<file path="src/rtl/hazard_ctrl.sv">
// -----------------------------------------------------------------------------
// hazard_ctrl
//   Pipeline hazard and control unit for the 5-stage MIPS core. From decoded
//   ID-stage information and the write-back info of EXE/MEM/WB it produces:
//     - EXE operand forwarding selects (fwd_a / fwd_b)
//     - load-use stalls (ID/IF frozen, bubble into EXE)
//     - a branch-shadow squash of ID lasting BRANCH_SHADOW advancing cycles
//     - multi-cycle EXE occupancy for mul/div instructions
//     - debug halt with single-cycle stepping on debug_step rising edges
//     - stall / flush performance counters
//
// Ports
//   clk, rst                      clock, synchronous active-high reset
//   debug_en, debug_step          debug halt / step request (edge-sensitive)
//   addr_rs_id, addr_rt_id        ID source registers
//   rs_used_id, rt_used_id        ID instruction actually reads rs / rt
//   is_branch_id, is_muldiv_id    ID instruction class
//   addr_rs_exe, addr_rt_exe      EXE source registers
//   regw_addr_exe, wb_wen_exe, mem_ren_exe   EXE write-back info
//   regw_addr_mem, wb_wen_mem, mem_ren_mem   MEM write-back info
//   regw_addr_wb, wb_wen_wb                  WB write-back info
//   fwd_a, fwd_b                  00 regfile, 01 MEM ALU, 10 MEM load, 11 WB
//   *_en, *_rst                   per-stage enable / bubble reset
//   exe_busy                      multi-cycle op occupying EXE
//   stall_count, flush_count      wrapping performance counters
// -----------------------------------------------------------------------------
module hazard_ctrl #(
  parameter int ADDR_W        = 5,
  parameter int BRANCH_SHADOW = 3,
  parameter int MULDIV_LAT    = 4,
  parameter int CNT_W         = 32
) (
  input  logic              clk,
  input  logic              rst,
  input  logic              debug_en,
  input  logic              debug_step,
  input  logic [ADDR_W-1:0] addr_rs_id,
  input  logic [ADDR_W-1:0] addr_rt_id,
  input  logic              rs_used_id,
  input  logic              rt_used_id,
  input  logic              is_branch_id,
  input  logic              is_muldiv_id,
  input  logic [ADDR_W-1:0] addr_rs_exe,
  input  logic [ADDR_W-1:0] addr_rt_exe,
  input  logic [ADDR_W-1:0] regw_addr_exe,
  input  logic              wb_wen_exe,
  input  logic              mem_ren_exe,
  input  logic [ADDR_W-1:0] regw_addr_mem,
  input  logic              wb_wen_mem,
  input  logic              mem_ren_mem,
  input  logic [ADDR_W-1:0] regw_addr_wb,
  input  logic              wb_wen_wb,
  output logic [1:0]        fwd_a,
  output logic [1:0]        fwd_b,
  output logic              if_en,
  output logic              id_en,
  output logic              exe_en,
  output logic              mem_en,
  output logic              wb_en,
  output logic              if_rst,
  output logic              id_rst,
  output logic              exe_rst,
  output logic              mem_rst,
  output logic              wb_rst,
  output logic              exe_busy,
  output logic [CNT_W-1:0]  stall_count,
  output logic [CNT_W-1:0]  flush_count
);

  localparam logic [2:0] SHADOW_LOAD = 3'(BRANCH_SHADOW - 1);
  localparam logic [3:0] BUSY_LOAD   = 4'(MULDIV_LAT - 1);

  logic [2:0] shadow_cnt;
  logic [3:0] busy_cnt;
  logic       step_prev;

  logic hold;
  logic busy_active;
  logic load_use;
  logic adv_id;
  logic squash;
  logic stall_ev;
  logic flush_ev;

  // ---------------------------------------------------------------------------
  // Forwarding: the younger producer (MEM) wins over WB; r0 is never forwarded.
  // ---------------------------------------------------------------------------
  function automatic logic [1:0] fwd_sel(input logic [ADDR_W-1:0] src);
    logic mem_hit;
    logic wb_hit;
    mem_hit = wb_wen_mem && (regw_addr_mem != '0) && (regw_addr_mem == src);
    wb_hit  = wb_wen_wb  && (regw_addr_wb  != '0) && (regw_addr_wb  == src);
    if (mem_hit)     fwd_sel = mem_ren_mem ? 2'b10 : 2'b01;
    else if (wb_hit) fwd_sel = 2'b11;
    else             fwd_sel = 2'b00;
  endfunction

  assign fwd_a = fwd_sel(addr_rs_exe);
  assign fwd_b = fwd_sel(addr_rt_exe);

  // ---------------------------------------------------------------------------
  // Hazard detection
  // ---------------------------------------------------------------------------
  // A step only counts on its rising edge, so a held step button releases a
  // single cycle.
  assign hold        = debug_en && !(debug_step && !step_prev);
  assign busy_active = (busy_cnt != '0);

  assign load_use = wb_wen_exe && mem_ren_exe && (regw_addr_exe != '0) &&
                    ((rs_used_id && (regw_addr_exe == addr_rs_id)) ||
                     (rt_used_id && (regw_addr_exe == addr_rt_id)));

  assign adv_id = !rst && !hold && !busy_active && !load_use;
  assign squash = (adv_id && is_branch_id) || (shadow_cnt != '0);

  // Outputs are masked during reset so a busy count being cleared by this
  // edge is not visible.
  assign exe_busy = busy_active && !rst;

  // ---------------------------------------------------------------------------
  // Stage enable / reset priority (first match wins)
  // ---------------------------------------------------------------------------
  always_comb begin
    if_en    = 1'b1;
    id_en    = 1'b1;
    exe_en   = 1'b1;
    mem_en   = 1'b1;
    wb_en    = 1'b1;
    if_rst   = 1'b0;
    id_rst   = 1'b0;
    exe_rst  = 1'b0;
    mem_rst  = 1'b0;
    wb_rst   = 1'b0;
    stall_ev = 1'b0;
    flush_ev = 1'b0;
    if (rst) begin
      if_rst  = 1'b1;
      id_rst  = 1'b1;
      exe_rst = 1'b1;
      mem_rst = 1'b1;
      wb_rst  = 1'b1;
    end else if (hold) begin
      if_en  = 1'b0;
      id_en  = 1'b0;
      exe_en = 1'b0;
      mem_en = 1'b0;
      wb_en  = 1'b0;
    end else if (busy_active) begin
      // EXE keeps computing; MEM receives bubbles until the result is ready.
      if_en    = 1'b0;
      id_en    = 1'b0;
      exe_en   = 1'b0;
      mem_rst  = 1'b1;
      stall_ev = 1'b1;
    end else if (load_use) begin
      if_en    = 1'b0;
      id_en    = 1'b0;
      exe_rst  = 1'b1;
      stall_ev = 1'b1;
    end else if (squash) begin
      id_rst   = 1'b1;
      flush_ev = 1'b1;
    end
  end

  // ---------------------------------------------------------------------------
  // State: step edge detector, shadow / busy counters, perf counters
  // ---------------------------------------------------------------------------
  always_ff @(posedge clk) begin
    if (rst) begin
      step_prev   <= 1'b0;
      shadow_cnt  <= '0;
      busy_cnt    <= '0;
      stall_count <= '0;
      flush_count <= '0;
    end else begin
      step_prev <= debug_step;
      if (!hold) begin
        // The load only happens when the branch itself advances, so a branch
        // stuck behind a load-use stall does not start its shadow early.
        if (adv_id && is_branch_id)
          shadow_cnt <= SHADOW_LOAD;
        else if ((shadow_cnt != '0) && !busy_active)
          shadow_cnt <= shadow_cnt - 3'd1;

        if (adv_id && is_muldiv_id && (MULDIV_LAT > 1))
          busy_cnt <= BUSY_LOAD;
        else if (busy_active)
          busy_cnt <= busy_cnt - 4'd1;

        if (stall_ev) stall_count <= stall_count + 1'b1;
        if (flush_ev) flush_count <= flush_count + 1'b1;
      end
    end
  end

endmodule
</file>
<file path="config.mk">
export PLATFORM = sky130hd
export DESIGN_NAME = hazard_ctrl
export DESIGN_NICKNAME = d
export VERILOG_FILES = /design/src/rtl/hazard_ctrl.sv
export SDC_FILE = /design/constraint.sdc
export NUM_CORES = 1
export LEC_CHECK = 0
export ABC_CLOCK_PERIOD_IN_PS = 2740
export CELL_PAD_IN_SITES_DETAIL_PLACEMENT = 0
export CELL_PAD_IN_SITES_GLOBAL_PLACEMENT = 1
export CORE_MARGIN = 8
export CORE_UTILIZATION = 42
export CTS_CLUSTER_DIAMETER = 40
export CTS_CLUSTER_SIZE = 25
export DETAILED_ROUTE_END_ITERATION = 16
export DONT_BUFFER_PORTS = 1
export GPL_TIMING_DRIVEN = 0
export PLACE_DENSITY_LB_ADDON = 0.1
export SYNTH_ARGS = -nofsm -noshare
export SYNTH_HDL_FRONTEND = slang
export SYNTH_SLANG_ARGS = --single-unit
</file>
<file path="constraint.sdc">
create_clock -name clk -period 2.74 [get_ports clk]
set_clock_uncertainty 0.2 [all_clocks]
set_input_delay 0.274 -clock clk [delete_from_list [all_inputs] [get_ports clk]]
set_output_delay 0.274 -clock clk [all_outputs]
set_load 0.005 [all_outputs]
</file>
==> metrics.md, run 1 <==
| Metric | Value |
|---|---|
| Run status | `finished clean` |
| 1st-iter DRT viols | `230` |
| Number of flops mapped to enable cells by yosys | `0` |
| Post-route ant nets | `0` |
| Placeable Area | `0.00968 mm^2` |
| Vias in the first global route | `3769` |
| FFs w/ async S/R, synth | `0%` |
| Worst r2r src | `stall_count[4]$_SDFFE_PP0P_` |
| Clk slew on worst S/H paths | `0.08 ns` |
| Cell leakage power | `0.00150 uW` |
| Synthesized cell area | `0.00416 mm^2` |
| Switching share of power | `31.9%` |
| Clock sink count | `72` |
| Critical path class | `reg2reg` |
| Relative slew slack | `53.8%` |
| Crit path capture type | `register` |
| HP Start | `is_muldiv_id` |
| Worst Setup SP | `stall_count[4]$_SDFFE_PP0P_` |
| Ys flop type | `dfxtp_1` |
| Flop pwr share | `40.4%` |
| Post-layout min period | `2.61 ns` |
| HP Class | `in2reg` |
| Area growth syn-to-layout | `13.7%` |
| Psw | `922 uW` |
| GRT Total Usage | `18.7%` |
| Largest net degree at the start of global routing | `13` |
| Initial core utilization | `43.0%` |
| Row cnt | `36` |
| Data required, critical path | `2.82 ns` |
| Yosys reg bits | `72` |
| Final setup violation count | `0` |
| Die footprint | `0.0133 mm^2` |
| Detailed-route wire length | `12.4 mm` |
| RSZ-0062 raised after global routing | `no` |
| Number of H-tree levels | `3` |
| Share of cells above drive strength 1 | `15.8%` |
| Period utilisation layout | `95.4%` |
| Post-synthesis sequential area ratio | `34.6%` |
| I/O pins | `127` |
| Overflow after GRT | `0` |
| Synth warn | `0` |
| Internal power | `1970 uW` |
| Via count of the routed design | `3892` |
| Arrival @ worst endpoint | `2.69 ns` |
| Slew Viols, Final | `0` |
| Syn Area/Cell | `8.21 um^2` |
| Detailed-route wire length per cell | `18.7 um` |
| Root buf cell | `clkbuf_8` |
| Worst-Skew Late Latency | `0.35 ns` |
| CTS tree | `yes` |
| DRC | `0` |
| Port bufs | `0` |
| Sum of negative setup slack | `0 ns` |
| Power per cell area | `612 mW/mm^2` |
| Top post-synthesis cells by area | `dfxtp_1 35%, xnor2_1 6.1%, a21oi_1 5.7%, o31ai_1 3.6%, xor2_1 3.4%` |
| Largest area contributor in the netlist | `dfxtp_1` |
| TritonCTS Buffers | `9` |
| Worst-Margin Slew | `0.689 ns` |
| Post-synth net total | `561` |
| Syn Inst Count | `507` |
| Longest Clk Path Bufs | `2` |
| Hold_ws | `0.0149 ns` |
| Layout Nets | `580` |
| Comb power frac | `25.6%` |
| CP Launch Type | `register` |
| Critical Path Fanout Max | `7` |
| Pre-antenna DRT Iters | `4` |
| Max-Cap Viols | `0` |
| Routability cong. | `0.834` |
| First-pass GRT wire length | `19.9 mm` |
| Die Y | `116 um` |
| Initial antenna violation count | `1` |
| Max VDD drop | `254 uV` |
| Clock share of power | `33.9%` |
| Horiz. Die Dim | `116 um` |
| Yosys cell types | `58` |
| Post-DP HPWL | `9.35 mm` |
| Final core utilization | `48.9%` |
| Vias/cell | `5.85` |
| Final hold viol count | `0` |
| Peak Freq | `383 MHz` |
| Yosys top cell area share | `34.6%` |
## timing repair
| item | 4_1_cts | 5_1_grt |
|---|---|---|
| gates cloned | 0 | 0 |
| hold endpoints to repair | 6 | 0 |
| pin swaps | 0 | 2 |
| resized for setup | 15 | 22 |
| hold buffers | 3 | 0 |
| setup endpoints to repair | 42 | 15 |
| buffers inserted | 0 | 5 |
## cell usage in the layout, fill, tap and decap left out, types with 4 or more instances in the layout
cell type	count
or2_2	5
o21ai_0	24
clkbuf_8	12
a21oi_1	47
mux2_2	8
dfxtp_1	58
dfxtp_4	4
inv_1	16
nor2_1	31
and2_1	4
buf_4	11
xor2_1	16
nand3_1	26
o31ai_1	20
and3_1	4
clkbuf_1	13
or3_1	14
nor2b_1	13
nor4_1	7
or4_1	18
nand2_1	37
a211oi_1	9
nand4_1	16
dfxtp_2	10
nor3_1	9
ha_1	6
xnor2_1	29
## flip-flops by register name (all words and copies together), names as in the netlist
signal       flops
flush_count     32
busy_cnt         4
step_prev        1
shadow_cnt       3
stall_count     32
## cells in the mapped netlist, drive strengths merged (9+ instances only)
library cell	instances
dfxtp	72
a21oi	47
nand2	37
nor2	31
xnor2	29
nand3	26
o21ai	26
or4	21
o31ai	20
nand4	18
or3	18
inv	16
xor2	16
clkbuf	15
nor2b	13
nor3	11
buf	10
a211oi	9
## critical path, stage by stage, from the launching register on
cell and delay, ns:
dfxtp_4 0.39, and4_4 0.25, nand4_4 0.11, or4b_4 0.60, or3_4 0.37, or4_1 0.47
a21oi_1 0.16
## worst paths after layout
check / cells after the start / to / slack, ns
worst max-delay path: 6 / stall_count[31]$_SDFFE_PP0P_ / 0.13
worst min-delay path: 2 / busy_cnt[3]$_SDFFE_PP0P_ / 0.01
worst max register to register: 6 / stall_count[31]$_SDFFE_PP0P_ / 0.13
worst min register to register: 2 / stall_count[21]$_SDFFE_PP0P_ / 0.30
## kinds of logic (layout without fill, tap and decap cells)
logic type	after synthesis	after routing	share of synthesized area, %
buffers and inverters	42	66	4.81
other	0	1	0
muxes	10	10	2.65
AOI/OAI and AO/OA	123	123	18.3
DFF	72	72	34.6
adders and majority gates	6	6	1.80
and+or+nand+nor	209	209	28.4
xor gates and xnor gates	45	45	9.47
## per-layer routing
layer	wire (um)	GRT usage, %	up-vias
met2	6160	31.4	89
met4	204	6.92	0
met5	0	0	-
li1	-	-	1895
met3	1020	6.98	18
met1	5070	21.2	1890
## per-stage QoR
stage	std cells	area [um^2]	total power, uW	setup WS [ns]
finish	665	4730	2900	0.126
global route	665	4730	3060	0.0189
CTS	659	4640	2890	0.00316
detailed placement	640	4330	1850	-0.456
global placement	640	4330	1840	-0.440
floorplan	507	4160	1670	0.166
## cell type report
cell class / count / area [um^2]
Clock buffer: 11 / 151
Multi-Input combinational cell: 393 / 2580
Fill cell: 970 / 4950
Buffer: 26 / 154
Tap cell: 133 / 166
Sequential cell: 72 / 1470
Inverter: 16 / 60.1
Antenna cell: 1 / 2.50
Timing Repair Buffer: 8 / 67.6
Clock inverter: 5 / 78.8
## power groups by stage
stage	registers, uW	clock network, uW	logic [uW]
after floorplan	1180	0	489
after global placement	1190	0	646
after detailed placement	1200	0	654
after CTS	1180	1000	714
after global routing	1180	1060	824
final	1170	983	742
Power figures use the tool's default switching activity.
==> run 2: changes to the inputs <==
ABC_AREA = 1   (was default)
CORE_UTILIZATION = 40   (was 42)
==> run 2 against run 1 <==
Net effect: die area is 25% higher; fmax rose by 5.5%; global-route usage up 0.56 points.
==> metrics.md, run 2 <==
| Metric | Value |
|---|---|
| Worst-Margin Slew | `0.648 ns (-0.0413 ns)` |
| Most common cell after layout, fill and taps aside | `nand2_1` |
| Crit path capture type | `primary output` |
| Vias/cell | `5.06 (-14%)` |
| Compound-Gate Fraction of Synth Area | `6.16% (-12 points)` |
| Synth warn | `0 (unchanged)` |
| Buf/Inv on CP | `1 (+1)` |
| CP Launch Type | `register` |
| Critical path class | `reg2out` |
| Adder-cell share of the synthesized area | `1.47% (-0.33 points)` |
| Cell total after placement | `997 (+56%)` |
| Max-Cap Viols | `0 (unchanged)` |
| Clock sink count | `72 (unchanged)` |
| I/O pins | `127 (unchanged)` |
| Flop pwr share | `29.1% (-11 points)` |
| HP Start | `is_branch_id` |
| Psw | `1670 uW (+81%)` |
| Max layer used | `met4` |
| Synthesized cell area | `0.00510 mm^2 (+23%)` |
| 1st-iter DRT viols | `251 (+9.1%)` |
| Vias in the first global route | `5024 (+33%)` |
| Data required, critical path | `2.27 ns (-0.55 ns)` |
| Cell leakage power | `0.00230 uW (+53%)` |
| Placeable Area | `0.0125 mm^2 (+29%)` |
| Clock share of power | `30.2% (-3.7 points)` |
| Power per cell area | `717 mW/mm^2 (+17%)` |
| # diodes | `0 (-1)` |
| Met1 Wirelength | `6.30 mm (+24%)` |
| Port bufs | `0 (unchanged)` |
| Syn Area/Cell | `6.18 um^2 (-25%)` |
| Reg2reg path depth | `11 (+5)` |
| Post-route cell area | `0.00563 mm^2 (+19%)` |
| Detailed-route wire length per cell | `15.7 um (-16%)` |
| Worst r2r src | `flush_count[0]$_SDFFE_PP0P_` |
| Most frequent cell after synthesis | `nand2_1` |
| Period utilisation layout | `90.4% (-5.0 points)` |
| HP Class | `in2reg` |
| Syn Inst Count | `825 (+63%)` |
| Run status | `finished clean` |
| Row cnt | `41 (+14%)` |
| Max VDD drop | `333 uV (+31%)` |
| Arrival @ worst endpoint | `2.00 ns (-0.69 ns)` |
| Met2 WL post-DR | `7.90 mm (+28%)` |
| Final hold viol count | `0 (unchanged)` |
| RSZ-0062 raised after global routing | `no` |
| Yosys reg bits | `72 (unchanged)` |
| Number of flops mapped to enable cells by yosys | `0 (unchanged)` |
| Top post-synthesis cells by area | `dfxtp_1 28%, nand2_1 18%, nor2_1 7.6%, inv_1 7.4%, xor2_1 5.3%` |
| Routability cong. | `0.883 (+5.8%)` |
| Initial antenna violation count | `0 (-1)` |
| FFs w/ async S/R, synth | `0% (unchanged)` |
| Final Instance Count excl. Fillers | `1014 (+52%)` |
| Post-CTS resize count | `0 (-15)` |
| Switching share of power | `41.4% (+9.6 points)` |
| Largest regs | `flush_count x32, stall_count x32, busy_cnt x4` |
| Detailed-route wire length | `15.9 mm (+28%)` |
| Placed cell areas | `0.00532 mm^2 (+23%)` |
| Largest family of logic cells by synthesized area | `simple AND/OR/NAND/NOR gates` |
| Crit path cell chain | `inv_1 -> ha_1 -> nand3_2 -> nor3_2 -> nand3_4 -> nand2_4 -> nand2_2 -> nand2_1` |
| Peak Freq | `404 MHz (+5.5%)` |
| Post-synthesis sequential area ratio | `28.3% (-6.4 points)` |
| DRC | `0 (unchanged)` |
| Area growth syn-to-layout | `10.4%` |
| GRT Total Usage | `19.3% (+0.56 points)` |
| Max stage delay cell, worst path | `dfxtp_1` |
| Initial core utilization | `40.8% (-2.2 points)` |
| Crit-path leading delay family | `simple AND/OR/NAND/NOR gates` |
| Critical Path Fanout Max | `10 (+3)` |
| Worst-Skew Late Latency | `0.34 ns (about the same)` |
| TritonCTS Buffers | `9 (unchanged)` |
| R2r setup slk | `0.49 ns (+0.36 ns)` |
| Post-layout power | `4040 uW (+39%)` |
| Via count of the routed design | `5131 (+32%)` |
| Root buf cell | `clkbuf_16` |
| Post-synth net total | `879 (+57%)` |
| Internal power | `2360 uW (+20%)` |
| Horiz. Die Dim | `129 um (+12%)` |
| Largest net degree at the start of global routing | `14 (+1)` |
| Worst Setup SP | `busy_cnt[0]$_SDFFE_PP0P_` |
| Final setup violation count | `0 (unchanged)` |
| Post-layout min period | `2.48 ns (-0.136 ns)` |
| Hold worst-path end | `shadow_cnt[2]$_SDFFE_PP0P_` |
| Synth top cells by count | `246 x nand2_1, 103 x nor2_1, 100 x inv_1` |
| Post-synthesis xor/xnor area fraction | `7.73% (-1.7 points)` |
| Reg-to-reg endpoint | `flush_count[26]$_SDFFE_PP0P_` |
| Sum of negative setup slack | `0 ns (unchanged)` |
| Relative slew slack | `56.8% (+3.0 points)` |
| Largest area contributor in the netlist | `dfxtp_1` |
| Stages on worst setup path | `8 (+2)` |
| Clk slew on worst S/H paths | `0.06 ns (-0.02 ns)` |
| Longest Clk Path Bufs | `2 (unchanged)` |
| Yosys cell types | `38 (-34%)` |
| Ys flop type | `dfxtp_1` |
| Post-Synth Simple-Gate Area | `44.2% (+16 points)` |
| Die Y | `129 um (+12%)` |
| Share of cells above drive strength 1 | `8.43% (-7.4 points)` |
| Post-route ant nets | `0 (unchanged)` |
| Worst Hold Depth | `3 (+1)` |
| Mux cell area share after synthesis | `0% (-2.6 points)` |
| CP peak stage delay | `0.32 ns (-0.28 ns)` |
| Yosys top cell area share | `28.3% (-6.4 points)` |
| First-pass GRT wire length | `25.2 mm (+27%)` |
| Post-DP HPWL | `12.5 mm (+34%)` |
| Layout Nets | `891 (+54%)` |
| Number of H-tree levels | `3 (unchanged)` |
| Pre-antenna DRT Iters | `4 (unchanged)` |
| Slew Viols, Final | `0 (unchanged)` |
| Die footprint | `0.0166 mm^2 (+25%)` |
| Overflow after GRT | `0 (unchanged)` |
| CTS tree | `yes` |
| Commonest cells after routing, fill and taps aside | `246 x nand2_1, 103 x nor2_1, 100 x inv_1` |
| DR WL met3 | `1.38 mm (+36%)` |
| Comb power frac | `40.7% (+15 points)` |
run 2: cell count changes after synthesis, moves of 24 or more:
cell | previous run | this run
nand4_1 | 16 | 41
inv_1 | 16 | 100
nand2_1 | 37 | 246
nor2_1 | 31 | 103
nand3_1 | 26 | 50
run 2: cells by family after synthesis:
logic type | after synthesis
AND/OR/NAND/NOR | 505
buffers and inverters | 139
flip-flops | 72
AO/OA/AOI/OAI | 58
XOR/XNOR | 45
adder cells (fa/ha/maj) | 6
run 2: area by class of cell:
class / instances / area, um^2
fillers: 1400 / 6880
multi-input cells: 614 / 3040
flip-flops and latches: 72 / 1440
inverters: 110 / 414
clock buffers: 10 / 239
well taps: 172 / 215
plain buffers: 29 / 205
clock inverters: 6 / 67.6
repair buffers: 1 / 10.0
run 2: worst max path at each step:
stage	end	slack (ns)
2_1_floorplan	id_rst	0.89
3_3_place_gp	exe_busy	0.42
3_5_place_dp	exe_busy	0.40
4_1_cts	id_rst	0.23
5_1_grt	id_rst	0.11
6_report	id_rst	0.26
run 2: metal layers:
layer  global-route usage [%]  vias up
met4                     6.84        0
met1                     20.7     2321
li1                         -     2647
met2                     34.3      138
met3                     6.87       25
met5                        0        -
run 2: power groups by stage:
stage	sequential (uW)	combinational, uW	clock [uW]
after floorplan	1180	1180	0
final	1170	1640	1220
after CTS	1170	1660	1250
after global placement	1190	1630	0
after global routing	1180	1800	1300
after detailed placement	1200	1650	0
run 2: tightest hold or removal path, delay by kind of cell:
| family | cells | cell delay (ns) |
|---|---|---|
| AO/OA/AOI/OAI | 1 | 0.06 |
| AND/OR/NAND/NOR | 2 | 0.19 |
run 2: through the flow:
step	utilization (%)	worst slack, ns	hold slack, ns
2_1_floorplan	-	0.895	0.199
3_3_place_gp	42.5	0.417	0.205
3_5_place_dp	42.5	0.401	0.219
4_1_cts	45.0	0.232	0.0235
5_1_grt	45.0	0.108	0.0548
6_report	45.0	0.262	0.0371
run 2: repair_timing:
item                      in CTS  in global routing
hold buffers                   1                  0
hold endpoints to repair       1                  0
setup buffers                  0                  0
==> run 3: changes to the inputs <==
SETUP_SLACK_MARGIN = 0.4   (was default)
==> run 3 against run 2 <==
Net effect: non-clock buffer count is 6 higher; wire length rose by 0.81%; count of clock-buffer cells in the layout unchanged; clock power barely moved.
==> metrics.md, run 3 (synthesis gave the netlist of run 2 again) <==
| Metric | Value |
|---|---|
| Number of H-tree levels | `3 (unchanged)` |
| Placed cell areas | `0.00532 mm^2 (unchanged)` |
| Row cnt | `41 (unchanged)` |
| Arrival @ worst endpoint | `1.77 ns (-0.23 ns)` |
| Max VDD drop | `332 uV (-0.45%)` |
| Register area | `0.00145 mm^2 (+0.26%)` |
| Post-route cell area | `0.00572 mm^2 (+1.6%)` |
| Sum of negative setup slack | `0 ns (unchanged)` |
| GR Util met1 | `20.7% (unchanged)` |
| Post-layout power | `4240 uW (+4.9%)` |
| 1st-iter DRT viols | `268 (+6.8%)` |
| Run status | `finished clean` |
| Crit path capture type | `primary output` |
| Critical Path Fanout Max | `5 (-5)` |
| RSZ-0062 raised after global routing | `yes` |
| Vias in the first global route | `5033 (+0.18%)` |
| Power per cell area | `740 mW/mm^2 (+3.3%)` |
| HP Class | `in2reg` |
| Worst-Skew Late Latency | `0.34 ns (about the same)` |
| Peak Freq | `446 MHz (+10%)` |
| DRC | `0 (unchanged)` |
| Longest Clk Path Bufs | `2 (unchanged)` |
| Data required, critical path | `2.27 ns (about the same)` |
| Detailed-route wire length | `16.1 mm (+0.81%)` |
| Post-DP HPWL | `12.5 mm (unchanged)` |
| Share of cells above drive strength 1 | `10.0% (+1.6 points)` |
| Cell leakage power | `0.00234 uW (+2.1%)` |
| Overflow after GRT | `0 (unchanged)` |
| # fillers | `1402 (+0.14%)` |
| Placeable Area | `0.0125 mm^2 (unchanged)` |
| CTS tree | `yes` |
| # diodes | `0 (unchanged)` |
| Routability cong. | `0.883 (unchanged)` |
| Final setup violation count | `0 (unchanged)` |
| Die Y | `129 um (unchanged)` |
| Area of the multi-input gates | `0.00308 mm^2 (+1.3%)` |
| Period utilisation layout | `81.9% (-8.5 points)` |
| Die footprint | `0.0166 mm^2 (unchanged)` |
| Layout Nets | `897 (+0.67%)` |
| CP Launch Type | `register` |
| Largest regs | `flush_count x32, stall_count x32, busy_cnt x4` |
| Post-route ant nets | `0 (unchanged)` |
| Met2 Resource Use GR | `34.4% (+0.062 points)` |
| Largest net degree at the start of global routing | `14 (unchanged)` |
| Post-layout min period | `2.24 ns (-0.234 ns)` |
| Initial antenna violation count | `0 (unchanged)` |
| Relative slew slack | `57.0% (+0.21 points)` |
| GRT Total Usage | `19.3% (about the same)` |
| Detailed-route wire length per cell | `15.7 um (+0.22%)` |
| Critical path class | `reg2out` |
| Gr busiest metal | `met2` |
| TritonCTS Buffers | `9 (unchanged)` |
| Via count of the routed design | `5200 (+1.3%)` |
| Commonest cells after routing, fill and taps aside | `245 x nand2_1, 102 x nor2_1, 100 x inv_1` |
| Initial core utilization | `40.8% (unchanged)` |
| Slew Viols, Final | `0 (unchanged)` |
| Root buf cell | `clkbuf_16` |
| Horiz. Die Dim | `129 um (unchanged)` |
| First-pass GRT wire length | `25.3 mm (+0.11%)` |
| Area growth syn-to-layout | `12.2%` |
| Vias/cell | `5.10 (+0.75%)` |
| Pre-antenna DRT Iters | `5 (+1)` |
| Hold_ws | `0.0607 ns (+0.0236 ns)` |
| I/O pins | `127 (unchanged)` |
| Clk slew on worst S/H paths | `0.06 ns (about the same)` |
| Most common cell after layout, fill and taps aside | `nand2_1` |
| Met3 Track Usage GR | `6.87% (unchanged)` |
| Port bufs | `0 (unchanged)` |
| Clock sink count | `72 (unchanged)` |
| Max-Cap Viols | `0 (unchanged)` |
| Worst-Margin Slew | `0.645 ns (-0.00318 ns)` |
| Final hold viol count | `0 (unchanged)` |
==> run 3: power breakdown <==
| part | internal [uW] | leakage, uW | total [uW] | switching (uW) |
|---|---|---|---|---|
| logic | 637 | 0.00162 | 1840 | 1200 |
| clock network | 733 | 0.000145 | 1220 | 487 |
| registers | 1110 | 0.000583 | 1180 | 61.7 |
| total | 2480 | 0.00234 | 4240 | 1750 |
==> run 3: per-layer routing <==
metal	part of all wire (%)	vias to the layer above
li1	-	2660
met1	40	2380
met2	50	138
met3	8.1	22
met4	2.1	0
met5	0	-
==> run 3: worst max-delay path, cell delays in order (launching register included) <==
cell     delay [ns]
dfxtp_1        0.32
inv_1          0.10
ha_1           0.20
nand3_4        0.13
nor3_4         0.23
nand3_4        0.15
nand2_8        0.10
nand2_4        0.08
nand2_2        0.11
==> run 3: final timing paths <==
kind	start	endpoint	slack, ns	cells after the start
min	is_muldiv_id	busy_cnt[3]$_SDFFE_PP0P_	0.06	5
max	busy_cnt[0]$_SDFFE_PP0P_	id_rst	0.50	8
max reg2reg	busy_cnt[0]$_SDFFE_PP0P_	flush_count[3]$_SDFFE_PP0P_	0.53	12
min reg2reg	shadow_cnt[0]$_SDFFE_PP0P_	shadow_cnt[0]$_SDFFE_PP0P_	0.28	2
==> run 3: cell type report <==
class / count / share of cell area, %
clock buffer: 10 / 4.18
clock inverter: 6 / 1.18
multi-input combinational: 614 / 53.8
timing repair buffer: 7 / 0.962
sequential: 72 / 25.3
inverter: 110 / 7.24
tap: 172 / 3.76
buffer: 29 / 3.61
==> run 3: timing repair <==
action	in CTS	in global routing
endpoints found under the hold margin	1	0
hold buffers	1	0
pin swaps	1	3
gates resized for setup	4	9
setup buffers	0	6
endpoints found under the setup margin	2	6
==> run 3: per-stage QoR <==
step | setup WS [ns] | util [%] | instances
after floorplan | 0.895 | - | 825
after global placement | 0.417 | 42.5 | 997
after detailed placement | 0.401 | 42.5 | 997
after CTS | 0.368 | 45.2 | 1014
after global routing | 0.338 | 45.7 | 1020
final | 0.496 | 45.7 | 1020
